$ cat src/rtl/gpr_write_scheduler_pkg.sv
// Shared types for the GPR write-port scheduler: register/data widths and the write request record.
package gpr_write_scheduler_pkg;

    localparam int REG_W  = 5;
    localparam int DATA_W = 32;
    localparam int NREG   = 32;

    typedef struct packed {
        logic [REG_W-1:0]  addr;
        logic [DATA_W-1:0] data;
        logic [DATA_W-1:0] pc;
    } wr_req_t;

    // One-hot register select; register 0 never maps to a bit so it can never become busy.
    function automatic logic [NREG-1:0] reg_onehot(input logic [REG_W-1:0] a);
        logic [NREG-1:0] v;
        v = {NREG{1'b0}};
        if (a != {REG_W{1'b0}}) begin
            v[a] = 1'b1;
        end
        return v;
    endfunction

endpackage

$ cat src/rtl/gpr_write_scheduler_md_result_fifo.sv
// Small FIFO that buffers multiply/divide results until the GPR write port is granted to them.
module md_result_fifo
    import gpr_write_scheduler_pkg::*;
#(
    parameter int DEPTH = 2
) (
    input  logic    i_clk,
    input  logic    i_reset,
    input  logic    i_push,
    input  wr_req_t i_push_data,
    input  logic    i_pop,
    output logic    o_full,
    output logic    o_empty,
    output wr_req_t o_head
);

    localparam int AW = $clog2(DEPTH);
    localparam int CW = AW + 1;

    logic [AW-1:0] r_wr_ptr;
    logic [AW-1:0] r_rd_ptr;
    logic [CW-1:0] r_count;
    wr_req_t       r_mem [DEPTH];
    logic          w_do_push;
    logic          w_do_pop;

    assign o_full    = (r_count == CW'(DEPTH));
    assign o_empty   = (r_count == {CW{1'b0}});
    assign o_head    = r_mem[r_rd_ptr];
    assign w_do_push = i_push & ~o_full;
    assign w_do_pop  = i_pop & ~o_empty;

    // Pointer and occupancy tracking; simultaneous push and pop leave the count unchanged.
    always_ff @(posedge i_clk or posedge i_reset) begin
        if (i_reset) begin
            r_wr_ptr <= {AW{1'b0}};
            r_rd_ptr <= {AW{1'b0}};
            r_count  <= {CW{1'b0}};
        end else begin
            if (w_do_push) begin
                r_wr_ptr <= r_wr_ptr + AW'(1);
            end
            if (w_do_pop) begin
                r_rd_ptr <= r_rd_ptr + AW'(1);
            end
            case ({w_do_push, w_do_pop})
                2'b10:   r_count <= r_count + CW'(1);
                2'b01:   r_count <= r_count - CW'(1);
                default: r_count <= r_count;
            endcase
        end
    end

    // Entry storage.
    always_ff @(posedge i_clk or posedge i_reset) begin
        if (i_reset) begin
            for (int i = 0; i < DEPTH; i++) begin
                r_mem[i] <= '0;
            end
        end else if (w_do_push) begin
            r_mem[r_wr_ptr] <= i_push_data;
        end
    end

endmodule

$ cat src/rtl/gpr_write_scheduler.sv
// Shares the single GPR write port between writeback and buffered MD results, with an
// anti-starvation age counter and a busy scoreboard that stalls decode on pending MD destinations.
module gpr_write_scheduler
    import gpr_write_scheduler_pkg::*;
#(
    parameter int DEPTH      = 2,
    parameter int STARVE_MAX = 4
) (
    input  logic              i_clk,
    input  logic              i_reset,
    input  logic              i_wb_valid,
    input  logic [REG_W-1:0]  i_wb_addr,
    input  logic [DATA_W-1:0] i_wb_data,
    input  logic [DATA_W-1:0] i_wb_pc,
    input  logic              i_md_valid,
    output logic              o_md_ready,
    input  logic [REG_W-1:0]  i_md_addr,
    input  logic [DATA_W-1:0] i_md_data,
    input  logic [DATA_W-1:0] i_md_pc,
    input  logic              i_rsv_valid,
    input  logic [REG_W-1:0]  i_rsv_addr,
    input  logic [REG_W-1:0]  i_id_rs,
    input  logic [REG_W-1:0]  i_id_rt,
    input  logic [REG_W-1:0]  i_id_rd,
    output logic              o_stall,
    output logic              o_wb_stall,
    output logic              o_gpr_we,
    output logic [REG_W-1:0]  o_gpr_waddr,
    output logic [DATA_W-1:0] o_gpr_wdata,
    output logic [DATA_W-1:0] o_gpr_pc,
    output logic [NREG-1:0]   o_busy
);

    localparam int AGE_W = $clog2(STARVE_MAX + 1);

    logic              w_push;
    logic              w_pop;
    logic              w_wb_take;
    logic              w_full;
    logic              w_empty;
    logic              w_force;
    logic              w_wb_ok;
    wr_req_t           w_head;
    wr_req_t           w_md_req;
    wr_req_t           w_sel;
    logic [AGE_W-1:0]  w_age_nxt;
    logic [NREG-1:0]   w_busy_nxt;

    logic [AGE_W-1:0]  r_age;
    logic [NREG-1:0]   r_busy;
    logic              r_gpr_we;
    logic [REG_W-1:0]  r_gpr_waddr;
    logic [DATA_W-1:0] r_gpr_wdata;
    logic [DATA_W-1:0] r_gpr_pc;

    assign w_md_req = '{addr: i_md_addr, data: i_md_data, pc: i_md_pc};

    // Results for r0 are acknowledged but dropped, so they never compete for the port.
    assign o_md_ready = ~w_full;
    assign w_push     = i_md_valid & ~w_full & (i_md_addr != {REG_W{1'b0}});
    assign w_wb_ok    = i_wb_valid & (i_wb_addr != {REG_W{1'b0}});
    assign w_force    = ~w_empty & (r_age >= AGE_W'(STARVE_MAX));

    md_result_fifo #(
        .DEPTH (DEPTH)
    ) u_md_fifo (
        .i_clk       (i_clk),
        .i_reset     (i_reset),
        .i_push      (w_push),
        .i_push_data (w_md_req),
        .i_pop       (w_pop),
        .o_full      (w_full),
        .o_empty     (w_empty),
        .o_head      (w_head)
    );

    // Port arbitration: a starved MD head beats WB, otherwise WB beats the buffer.
    always_comb begin
        w_pop     = 1'b0;
        w_wb_take = 1'b0;
        w_sel     = w_head;
        if (w_force) begin
            w_pop = 1'b1;
        end else if (w_wb_ok) begin
            w_wb_take = 1'b1;
            w_sel     = '{addr: i_wb_addr, data: i_wb_data, pc: i_wb_pc};
        end else if (~w_empty) begin
            w_pop = 1'b1;
        end else begin
            w_sel = w_head;
        end
    end

    // Age of the current head; restarts whenever the head leaves or the buffer drains.
    always_comb begin
        w_age_nxt = r_age;
        if (w_empty || w_pop) begin
            w_age_nxt = {AGE_W{1'b0}};
        end else if (r_age < AGE_W'(STARVE_MAX)) begin
            w_age_nxt = r_age + AGE_W'(1);
        end else begin
            w_age_nxt = r_age;
        end
    end

    // Scoreboard update: the clear is applied first so a same-cycle reservation wins.
    always_comb begin
        w_busy_nxt = r_busy;
        if (w_pop) begin
            w_busy_nxt = w_busy_nxt & ~reg_onehot(w_head.addr);
        end else begin
            w_busy_nxt = r_busy;
        end
        if (i_rsv_valid) begin
            w_busy_nxt = w_busy_nxt | reg_onehot(i_rsv_addr);
        end else begin
            w_busy_nxt = w_busy_nxt;
        end
        w_busy_nxt[0] = 1'b0;
    end

    // Age and scoreboard state.
    always_ff @(posedge i_clk or posedge i_reset) begin
        if (i_reset) begin
            r_age  <= {AGE_W{1'b0}};
            r_busy <= {NREG{1'b0}};
        end else begin
            r_age  <= w_age_nxt;
            r_busy <= w_busy_nxt;
        end
    end

    // Registered GPR write port; address/data/pc hold their last values when idle.
    always_ff @(posedge i_clk or posedge i_reset) begin
        if (i_reset) begin
            r_gpr_we    <= 1'b0;
            r_gpr_waddr <= {REG_W{1'b0}};
            r_gpr_wdata <= {DATA_W{1'b0}};
            r_gpr_pc    <= {DATA_W{1'b0}};
        end else if (w_pop || w_wb_take) begin
            r_gpr_we    <= 1'b1;
            r_gpr_waddr <= w_sel.addr;
            r_gpr_wdata <= w_sel.data;
            r_gpr_pc    <= w_sel.pc;
        end else begin
            r_gpr_we    <= 1'b0;
        end
    end

    assign o_gpr_we    = r_gpr_we;
    assign o_gpr_waddr = r_gpr_waddr;
    assign o_gpr_wdata = r_gpr_wdata;
    assign o_gpr_pc    = r_gpr_pc;
    assign o_busy      = r_busy;
    assign o_wb_stall  = w_force;
    assign o_stall     = r_busy[i_id_rs] | r_busy[i_id_rt] | r_busy[i_id_rd];

endmodule

$ cat config.mk
export PLATFORM = sky130hd
export DESIGN_NAME = gpr_write_scheduler
export DESIGN_NICKNAME = d
export VERILOG_FILES = /design/src/rtl/gpr_write_scheduler_pkg.sv /design/src/rtl/gpr_write_scheduler_md_result_fifo.sv /design/src/rtl/gpr_write_scheduler.sv
export SDC_FILE = /design/constraint.sdc
export NUM_CORES = 1
export LEC_CHECK = 0
export ABC_AREA = 1
export CAP_MARGIN = 10
export CORE_UTILIZATION = 30
export CTS_CLUSTER_SIZE = 25
export DETAILED_ROUTE_END_ITERATION = 12
export GPL_ROUTABILITY_DRIVEN = 0
export PLACE_DENSITY_LB_ADDON = 0.12
export RECOVER_POWER = 25
export SLEW_MARGIN = 25
export SYNTH_ARGS = -nofsm -noshare
export SYNTH_HDL_FRONTEND = slang
export SYNTH_SLANG_ARGS = --single-unit
export TNS_END_PERCENT = 10
$ cat constraint.sdc
create_clock -name i_clk -period 11.6 [get_ports i_clk]
set_input_delay 2.32 -clock i_clk [delete_from_list [all_inputs] [get_ports i_clk]]
set_output_delay 2.32 -clock i_clk [all_outputs]
set_load 0.005 [all_outputs]
==> load_flow_metrics.sql <==
INSERT INTO impl_metrics (metric_group, metric, value, unit) VALUES
('floorplanning', 'die_outline_area', '40100', 'sq um'),
('cts', 'numClockSinks', '246', ''),
('cts', 'cts_post_setup_buffers_inserted', '0', ''),
('grt', 'maximum_number_of_pins_on_one_net_before_global_route_repair', '121', ''),
('outcome', 'status', 'complete, but fails checks', ''),
('cells_and_area', 'fillerInstances', '3943', ''),
('timing', 'timing.final.hold_violations', '0', ''),
('routing', 'ant_nets', '0', ''),
('cts', 'cts.root.buffer_cell', 'sky130_fd_sc_hd__clkbuf_16', ''),
('placed_design', 'buffer_ports.inserted', '266', ''),
('pwr', 'power_per_cell_area', '258', 'nW/um^2'),
('grt', 'grt_most_used_layer', 'met2', ''),
('yosys', 'ys_dominant_reg_cell', 'sky130_fd_sc_hd__dfrtp_1', ''),
('setup_path', 'path_class', 'input pin to primary output', ''),
('placed_design', 'placed_cells_incl_taps', '2201', ''),
('timing', 'maxSlewViolCount', '191', ''),
('grt', 'overflow', '0', ''),
('placed_design', 'place_ws', '4.58', 'ns'),
('yosys', 'synth-warning-count', '0', ''),
('setup_path', 'slowest_cell_delay_on_critical_path', '0.91', 'ns'),
('yosys', 'syn-instance-count', '1496', ''),
('timing', 'max_clock_freq', '141', 'MHz'),
('routing', 'drt_iter0_markers', '743', ''),
('setup_path', 'critical_path.most_common_cell', 'sky130_fd_sc_hd__nand3_1', ''),
('pwr', 'p_leak', '7.09', 'nW'),
('setup_path', 'startpoint_type', 'input pin', ''),
('timing', 'unrepaired_setup_endpoints_after_global_routing', 'false', ''),
('timing', 'worst-slew-pin-transition', '5.53', 'ns'),
('setup_path', 'path_cells', 'clkdlybuf4s50_1, inv_1, nand2_1, nand3_1, nand3_1, nand3_1, nand3_1, nand2_1, nand3_1, clkdlybuf4s50_1', ''),
('timing', 'setup_ws', '4.50', 'ns'),
('setup_path', 'critical_path_required', '9.28', 'ns'),
('grt', 'first_pass_grt_wire_length', '59.3', 'mm'),
('grt', 'number_of_global_route_vias_before_repair', '10491', ''),
('timing', 'setup_viol', '0', ''),
('cts', 'postCtsResizedCells', '0', ''),
('timing', 'layout_min_cycle_time', '7.10', 'ns'),
('cts', 'clk_pin_slew', '0.06', 'ns'),
('floorplanning', 'std_cell_rows', '72', ''),
('grt', 'grt.met2_usage', '28.6', '%'),
('pwr', 'vdd_drop_max', '0.132', 'mV'),
('setup_path', 'worstSetupEndpointType', 'primary output', ''),
('routing', 'vias', '10644', ''),
('yosys', 'number_of_synthesized_flops_with_an_enable_pin', '0', ''),
('cts', 'cts.hold.buffers_added', '0', ''),
('floorplanning', 'die_y', '200', 'um'),
('floorplanning', 'floorplan.initialDensity', '30.5', '%'),
('floorplanning', 'ios', '268', ''),
('cts', 'tritoncts_clock_tree', 'yes', ''),
('routing', 'total_routed_length', '36.8', 'mm'),
('routing', 'drt-wirelength-per-cell', '16.3', 'um'),
('yosys', 'synthesis.area', '11800', 'sq um'),
('cts', 'insertion_delay', '0.56', 'ns'),
('cts', 'cts_htree_levels', '1', ''),
('cells_and_area', 'stdcell_count', '2258', ''),
('grt', 'met3_usage_in_global_routing', '4.08', '%'),
('cells_and_area', 'p_r_area_growth_vs_syn', '33.5', '%'),
('grt', 'grt_antenna_before_repair', '5', ''),
('yosys', 'synthesis.area_per_instance', '7.87', 'sq um'),
('grt', 'met1_demand_to_capacity_share_in_global_routing', '25.6', '%'),
('floorplanning', 'fp.dieW', '200', 'um'),
('cells_and_area', 'finish.net_count', '1880', ''),
('setup_path', 'slowest_stage', 'sky130_fd_sc_hd__clkdlybuf4s50_1', ''),
('outcome', 'failed_checks', 'max-capacitance violations, max-slew violations', ''),
('setup_path', 'worst-endpoint-arrival', '4.78', 'ns'),
('setup_path', 'crit_path_max_fanout', '21', ''),
('grt', 'grt_resource_usage_total', '18.5', '%'),
('timing', 'timing.slew.headroom', '-271', '%'),
('yosys', 'ys_types', '32', ''),
('cts', 'cts-buffers-inserted', '30', ''),
('run', 'drv_cap', '2', ''),
('timing', 'timing.final.crit_share', '61.2', '%');
-- area by class of cell --
class | count | area, sq um | area share, %
diodes | 1 | 2.50 | 0.0159
clock buffers | 46 | 952 | 6.06
clock inverters | 10 | 82.6 | 0.525
inverters | 121 | 458 | 2.91
multi-input cells | 1042 | 4700 | 29.9
flip-flops and latches | 246 | 6160 | 39.2
well taps | 518 | 648 | 4.12
repair buffers | 274 | 2720 | 17.3
-- where the power goes --
group / total (mW) / leakage, nW / internal [mW] / switching (mW)
clock: 0.959 / 0.510 / 0.584 / 0.376
sequential: 1.58 / 3.00 / 1.28 / 0.308
combinational: 1.51 / 3.58 / 0.691 / 0.818
total: 4.05 / 7.09 / 2.55 / 1.50
-- critical path: cells and delay by family --
family / cells / cell delay (ns)
buffers and inverters: 3 / 1.76
AND/OR/NAND/NOR: 7 / 0.69
-- per-stage QoR --
step	cell area [sq um]	total power, mW	utilization, %	hold slack [ns]
5_1_grt	15700	4.40	40.7	0.452
4_1_cts	15700	4.13	40.8	0.437
3_3_place_gp	14700	3.12	38.1	0.420
2_1_floorplan	11800	2.39	-	0.410
6_report	15700	4.05	40.7	0.431
3_5_place_dp	14700	3.14	38.1	0.429
-- layer usage --
metal	vias to the layer above	routed length, um	share of wire, %
li1	5264	-	-
met1	4983	16900	46
met2	320	16400	45
met3	71	2490	6.8
met4	6	957	2.6
met5	-	45	0.12
-- final timing paths --
path	from	cells past startpoint	to	slack, ns
worst max-delay path	i_id_rd[0]	10	o_stall	4.50
worst min-delay path	r_age[0]$_DFFE_PP0P_	1	r_age[0]$_DFFE_PP0P_	0.43
worst max register to register	u_md_fifo.r_count[0]$_DFFE_PP0P_	6	u_md_fifo.r_mem[52]$_DFFE_PP0P_	7.84
worst min register to register	r_age[0]$_DFFE_PP0P_	1	r_age[0]$_DFFE_PP0P_	0.43
max in group asynchronous	i_reset	2	u_md_fifo.r_rd_ptr$_DFFE_PP0P_	4.90
min in group asynchronous	i_reset	2	o_gpr_wdata[10]$_DFFE_PP0P_	3.94
-- cells in the mapped netlist, types with 2 or more instances --
library cell | instances | share of area (%)
sky130_fd_sc_hd__nor2_1 | 147 | 4.7
sky130_fd_sc_hd__nand3_2 | 2 | 0.17
sky130_fd_sc_hd__buf_2 | 12 | 0.51
sky130_fd_sc_hd__nor2_2 | 2 | 0.11
sky130_fd_sc_hd__nand3_1 | 84 | 3.6
sky130_fd_sc_hd__ha_1 | 2 | 0.21
sky130_fd_sc_hd__buf_4 | 5 | 0.32
sky130_fd_sc_hd__o21ai_2 | 27 | 2.0
sky130_fd_sc_hd__xnor2_1 | 2 | 0.15
sky130_fd_sc_hd__o21ai_0 | 318 | 14
sky130_fd_sc_hd__inv_1 | 116 | 3.7
sky130_fd_sc_hd__nand2_1 | 398 | 13
sky130_fd_sc_hd__buf_6 | 13 | 1.2
sky130_fd_sc_hd__nor2_4 | 2 | 0.19
sky130_fd_sc_hd__or2_2 | 2 | 0.11
sky130_fd_sc_hd__dfrtp_1 | 246 | 52
sky130_fd_sc_hd__nor3_1 | 10 | 0.42
sky130_fd_sc_hd__or2_1 | 3 | 0.16
sky130_fd_sc_hd__clkbuf_2 | 3 | 0.13
sky130_fd_sc_hd__o21ai_1 | 34 | 1.4
sky130_fd_sc_hd__inv_2 | 5 | 0.16
sky130_fd_sc_hd__clkbuf_1 | 53 | 1.7
-- registers in the layout (all words and copies together), names as in the netlist --
signal / flops
u_md_fifo.r_mem: 138
o_gpr_pc: 32
o_gpr_wdata: 32
o_busy: 31
o_gpr_waddr: 5
r_age: 3
u_md_fifo.r_count: 2
o_gpr_we: 1
u_md_fifo.r_rd_ptr: 1
u_md_fifo.r_wr_ptr: 1
-- cell usage in the layout, fill, tap and decap left out, drive strengths merged --
cell,count
a21boi,1
ha,2
bufinv,1
clkinvlp,5
nand3,86
nand2,399
xor2,1
buf,8
clkinv,7
xnor2,2
conb,1
or2,6
diode,1
o21ai,379
dlygate4sd3,17
nand3b,1
clkbuf,46
nor2,151
inv,118
nor3,10
a21oi,1
dfrtp,246
clkdlybuf4s50,249
o211ai,1
a31oi,1
-- cells by family (layout without fill, tap and decap cells) --
| group | Yosys count | count (layout) | share of synthesized area [%] |
|---|---|---|---|
| xor gates and xnor gates | 3 | 3 | 0.223 |
| and+or+nand+nor | 653 | 653 | 22.3 |
| other | 1 | 2 | 0.0318 |
| adders and majority gates | 2 | 2 | 0.212 |
| DFF | 246 | 246 | 52.3 |
| AOI/OAI and AO/OA | 383 | 383 | 17.2 |
| buffers and inverters | 208 | 451 | 7.77 |
No activity file was read; power rests on OpenSTA's default activity.
==> edit 1: new RTL, same settings <==
`REG_W`: 5 -> 10.
--- a/src/rtl/gpr_write_scheduler_pkg.sv
+++ b/src/rtl/gpr_write_scheduler_pkg.sv
@@ -1,7 +1,7 @@
 // Shared types for the GPR write-port scheduler: register/data widths and the write request record.
 package gpr_write_scheduler_pkg;
 
-    localparam int REG_W  = 5;
+    localparam int REG_W  = 10;
     localparam int DATA_W = 32;
     localparam int NREG   = 32;
 
Ports: changed (7 resized); port bits go from 268 to 303. The function was not compared with the original's and may differ.
==> edit 1 against the unedited design <==
  * The run still ends with max-capacitance violations, max-slew violations left
  * Total power fell by 1.6%
  * Area after synthesis rose by 13%
  * Combinational power fell by 5%
  * Setup slack got worse by 56 ps
  * Routed wire length rose by 15%
  * Final area rose by 12%
  * Sequential cell count rose by 15
  * Global-route usage rose by 0.62 points
==> edit 1: results (changes against the unedited design) <==
* Highest Signal Layer: met5
* Routed length on met1 at 19.5 mm (+15%)
* Critical path's slowest cell: clkinvlp_2
* Core box area at 0.0435 mm² (+12%)
* Fraction of layout cells with a size suffix above 1 at 4.61% (-1.4 points)
* Fin nets at 2211 (+18%)
* Worst Hold Depth at 1 (unchanged)
* Compound-gate portion of the synthesized area at 6.24% (-11 points)
* WHS at 435 ps (+4.03 ps)
* Combinational power at 1.43 mW (-5%)
* Met3 Routed Length at 2.27 mm (-8.9%)
* # Max-Cap Violations at 1 (-1)
* Final Max Tran Viols at 120 (-37%)
* Wire length on met2 at 19.9 mm (+21%)
* Share of power burned in registers at 38.8% (-0.3 points)
* Family with the most delay on the worst path: buffers and inverters
* Initial antenna violation count at 3 (-2)
* Worst Skew at 28.1 ps (+19.8 ps)
* Gr usage total at 19.1% (+0.62 points)
* Post-synthesis xor/xnor area fraction at 0.197% (-0.026 points)
* Maximum vdd drop at 0.000112 V (-15%)
* Vias per cell at 4.59 (-2.5%)
* Post-synthesis mux area share at 4.92% (+4.9 points)
* Mapped Nets at 1968 (+18%)
* Critical Path Fanout Max at 119 (+470%)
* Via count at 12060 (+13%)
* Post-synthesis cell type count at 34 (+6.3%)
* Met2 Use GR at 31.0% (+2.5 points)
* Largest cells by area after synthesis: dfrtp_1, nand2_1, nand3_1, inv_1, mux2i_1
* GR Util met3 at 4.09% (+0.0076 points)
* Seq/Total Area, Yosys at 49.1% (-3.2 points)
* Avg WL per Cell at 16.2 µm (-0.76%)
* Worst stage delay on the critical path at 3150 ps (+2240 ps)
* DP HPWL at 27.9 mm (+16%)
* Largest net degree at the start of global routing at 120 (-0.83%)
* Outcome: finished with violations
* Reg2reg end: o_gpr_wdata[19]
* IO buf count at 286 (+7.5%)
* Placed Cells at 2565 (+17%)
* DRT iter0 DRCs at 714 (-3.9%)
* Reg2Reg Setup Slack at 8280 ps (+440 ps)
* First-pass GRT wire length at 66.6 mm (+12%)
* Post-place setup slack at 4550 ps (-24.0 ps)
* Commonest cells in the netlist: nand2_1, dfrtp_1, inv_1, nand3_1, o21ai_1
* Grt met1 use at 25.4% (-0.12 points)
* CTS Buf Count at 34 (+13%)
* Int Power at 2.53 mW (-0.87%)
* Violated checks: max-capacitance violations, max-slew violations
* Leakage at 8.73 nW (+23%)
* Number of flip-flops in the largest register at 148 (+7.2%)
* Pre-Repair DR Iteration Count at 5 (-2)
* Pwr Density at 226 mW/mm² (-12%)
* Adder-Cell Fraction of Synth Area at 0.188% (-0.024 points)
-- edit 1: cell types whose count changed after synthesis, sizes merged, moves of 65 or more --
cell,change
nand2,+336
nand3,+68
o21ai,-222
nor2,-78
mux2i,+65
inv,+84
-- edit 1: area by class of cell --
type,count,area [µm²]
Antenna cell,1,2.50
Clock buffer,52,978
Clock inverter,7,82.6
Fill cell,4553,25800
Inverter,205,771
Multi-Input combinational cell,1215,5540
Sequential cell,261,6540
Tap cell,585,732
Timing Repair Buffer,299,2970
-- edit 1: how the worst max path moves through the flow --
stage | from | end | slack, ps | cells past startpoint
after floorplan | i_reset | o_busy[10] | 2100 | 1
after global placement | i_id_rd[0] | o_stall | 4560 | 10
after detailed placement | i_id_rd[0] | o_stall | 4550 | 10
after CTS | i_id_rd[0] | o_stall | 4550 | 10
after global routing | i_reset | u_md_fifo.r_rd_ptr | 3270 | 2
final | i_reset | u_md_fifo.r_rd_ptr | 4450 | 2
==> edit 2: new RTL, same settings <==
Without the edit above. Make the reset (`i_reset`) synchronous in 4 clocked blocks.
--- a/src/rtl/gpr_write_scheduler_md_result_fifo.sv
+++ b/src/rtl/gpr_write_scheduler_md_result_fifo.sv
@@ -31,7 +31,7 @@
     assign w_do_pop  = i_pop & ~o_empty;
 
     // Pointer and occupancy tracking; simultaneous push and pop leave the count unchanged.
-    always_ff @(posedge i_clk or posedge i_reset) begin
+    always_ff @(posedge i_clk) begin
         if (i_reset) begin
             r_wr_ptr <= {AW{1'b0}};
             r_rd_ptr <= {AW{1'b0}};
@@ -52,7 +52,7 @@
     end
 
     // Entry storage.
-    always_ff @(posedge i_clk or posedge i_reset) begin
+    always_ff @(posedge i_clk) begin
         if (i_reset) begin
             for (int i = 0; i < DEPTH; i++) begin
                 r_mem[i] <= '0;
--- a/src/rtl/gpr_write_scheduler.sv
+++ b/src/rtl/gpr_write_scheduler.sv
@@ -120,7 +120,7 @@
     end
 
     // Age and scoreboard state.
-    always_ff @(posedge i_clk or posedge i_reset) begin
+    always_ff @(posedge i_clk) begin
         if (i_reset) begin
             r_age  <= {AGE_W{1'b0}};
             r_busy <= {NREG{1'b0}};
@@ -131,7 +131,7 @@
     end
 
     // Registered GPR write port; address/data/pc hold their last values when idle.
-    always_ff @(posedge i_clk or posedge i_reset) begin
+    always_ff @(posedge i_clk) begin
         if (i_reset) begin
             r_gpr_we    <= 1'b0;
             r_gpr_waddr <= {REG_W{1'b0}};
Function: differs if i_reset is asserted again (counterexample within 4 cycles, from zero or initial values and one cycle with i_reset high); with i_reset held inactive, the same outputs for 4 cycles.
==> edit 2 against the unedited design <==
  * The run still ends with max-capacitance violations, max-slew violations left
  * Sequential share of layout area grew 0.94 points
  * Via count grew 0.83%
  * Setup slack got worse by 380 ps
  * Routed wire length increased by 5.5%
  * First-iteration DRC count decreased by 13%
  * Core utilization about the same
  * Sequential cell count rose by 1
  * Count of clock-buffer cells in the layout down 1
  * Clock skew rose by 7.5 ps
  * Register-to-register slack lost 130 ps
  * Final area rose by 0.38%
  * Area after synthesis up 0.80%
  * Die area increased by 0.79%
  * Critical endpoint is now u_md_fifo.r_mem[0][28]
Power is not compared: it rests on default switching activity, and its combinational part moved more than twofold at a synthesized area within 25%.
==> edit 2: results (changes against the unedited design) <==
* Largest cells by area after synthesis: edfxtp_1, nand2_1, dfxtp_1, nand3_1, nor2_1
* Commonest cells in the netlist: nand2_1, nor2_1, nand3_1, edfxtp_1, inv_1
* Hold Startpoint: r_age[0]
* DRT iter0 DRCs at 645 (-13%)
* # Max-Cap Violations at 4 (+2)
* Skew-Pair Late Insertion Delay at 540 ps (-20 ps)
* Worst r2r src: u_md_fifo.r_count[0]
* CP startpoint: i_reset
* Post-synthesis cell type count at 30 (-6.3%)
* Violated checks: max-capacitance violations, max-slew violations
* Pre-Repair DR Iteration Count at 5 (-2)
* Worst Path Arrival at 6970 ps (+2190 ps)
* Met2 Use GR at 33.3% (+4.7 points)
* Grt met1 use at 23.7% (-1.8 points)
* Worst Skew at 15.8 ps (+7.51 ps)
* Asr flop ratio synth at 0% (-100 points)
* Final Max Tran Viols at 163 (-15%)
* Fraction of layout cells with a size suffix above 1 at 5.55% (-0.43 points)
* Critical Path Fanout Max at 69 (+230%)
* Outcome: finished with violations
* DP HPWL at 24.2 mm (+0.55%)
* Seq/Total Area, Yosys at 53.3% (+1.0 points)
* First-pass GRT wire length at 60.7 mm (+2.3%)
* GR Util met3 at 4.03% (-0.058 points)
* CTS Buf Count at 29 (-3.3%)
* Drt total wl at 38.8 mm (+5.5%)
* Initial antenna violation count at 4 (-1)
## edit 2: layout make-up
cell class | count | area, µm²
Clock inverter | 9 | 52.6
Multi-Input combinational cell | 1088 | 4610
Inverter | 120 | 453
Clock buffer | 45 | 971
Sequential cell | 247 | 6330
Fill cell | 3994 | 23000
Timing Repair Buffer | 274 | 2720
Tap cell | 518 | 648
Antenna cell | 1 | 2.50
## edit 2: worst max-delay path, cell delays in order
cell and delay (ps):
clkbuf_1 1490, clkinv_1 940, nand2_4 260, nand2_1 1910
## edit 2: worst paths after layout
check                      endpoint  slack [ps]  depth (start not counted)
max          u_md_fifo.r_mem[0][28]        4120                          4
min                        r_age[0]         440                          1
max reg2reg  u_md_fifo.r_mem[0][28]        7710                          6
min reg2reg                r_age[0]         440                          1
## edit 2: power by group
group | internal (mW) | switching (mW) | total, mW | leakage, nW
registers | 1.03 | 0.0408 | 1.07 | 2.34
logic | 0.214 | 0.360 | 0.574 | 3.89
clock network | 0.574 | 0.369 | 0.943 | 0.507
total | 1.82 | 0.770 | 2.59 | 6.73
## edit 2: cell families after synthesis
| family | share of synthesized area [%] |
|---|---|
| AO/OA/AOI/OAI | 6.43 |
| adder cells (fa/ha/maj) | 0.211 |
| buffers and inverters | 8.02 |
| flip-flops | 53.3 |
| other | 0.0316 |
| AND/OR/NAND/NOR | 32.0 |
## edit 2: layer usage
metal	part of all wire, %	vias up
li1	-	5366
met1	44	5000
met2	48	298
met3	6.1	62
met4	1.9	6
met5	0.095	-
## edit 2: per-stage QoR
stage	util, %	worst slack, ps	instances	area (µm²)
3_5_place_dp	38.1	4550	2247	14800
2_1_floorplan	-	6090	1541	11900
4_1_cts	40.7	4540	2301	15800
3_3_place_gp	38.1	4660	2247	14800
5_1_grt	40.6	3530	2301	15800
6_report	40.6	4120	2302	15800
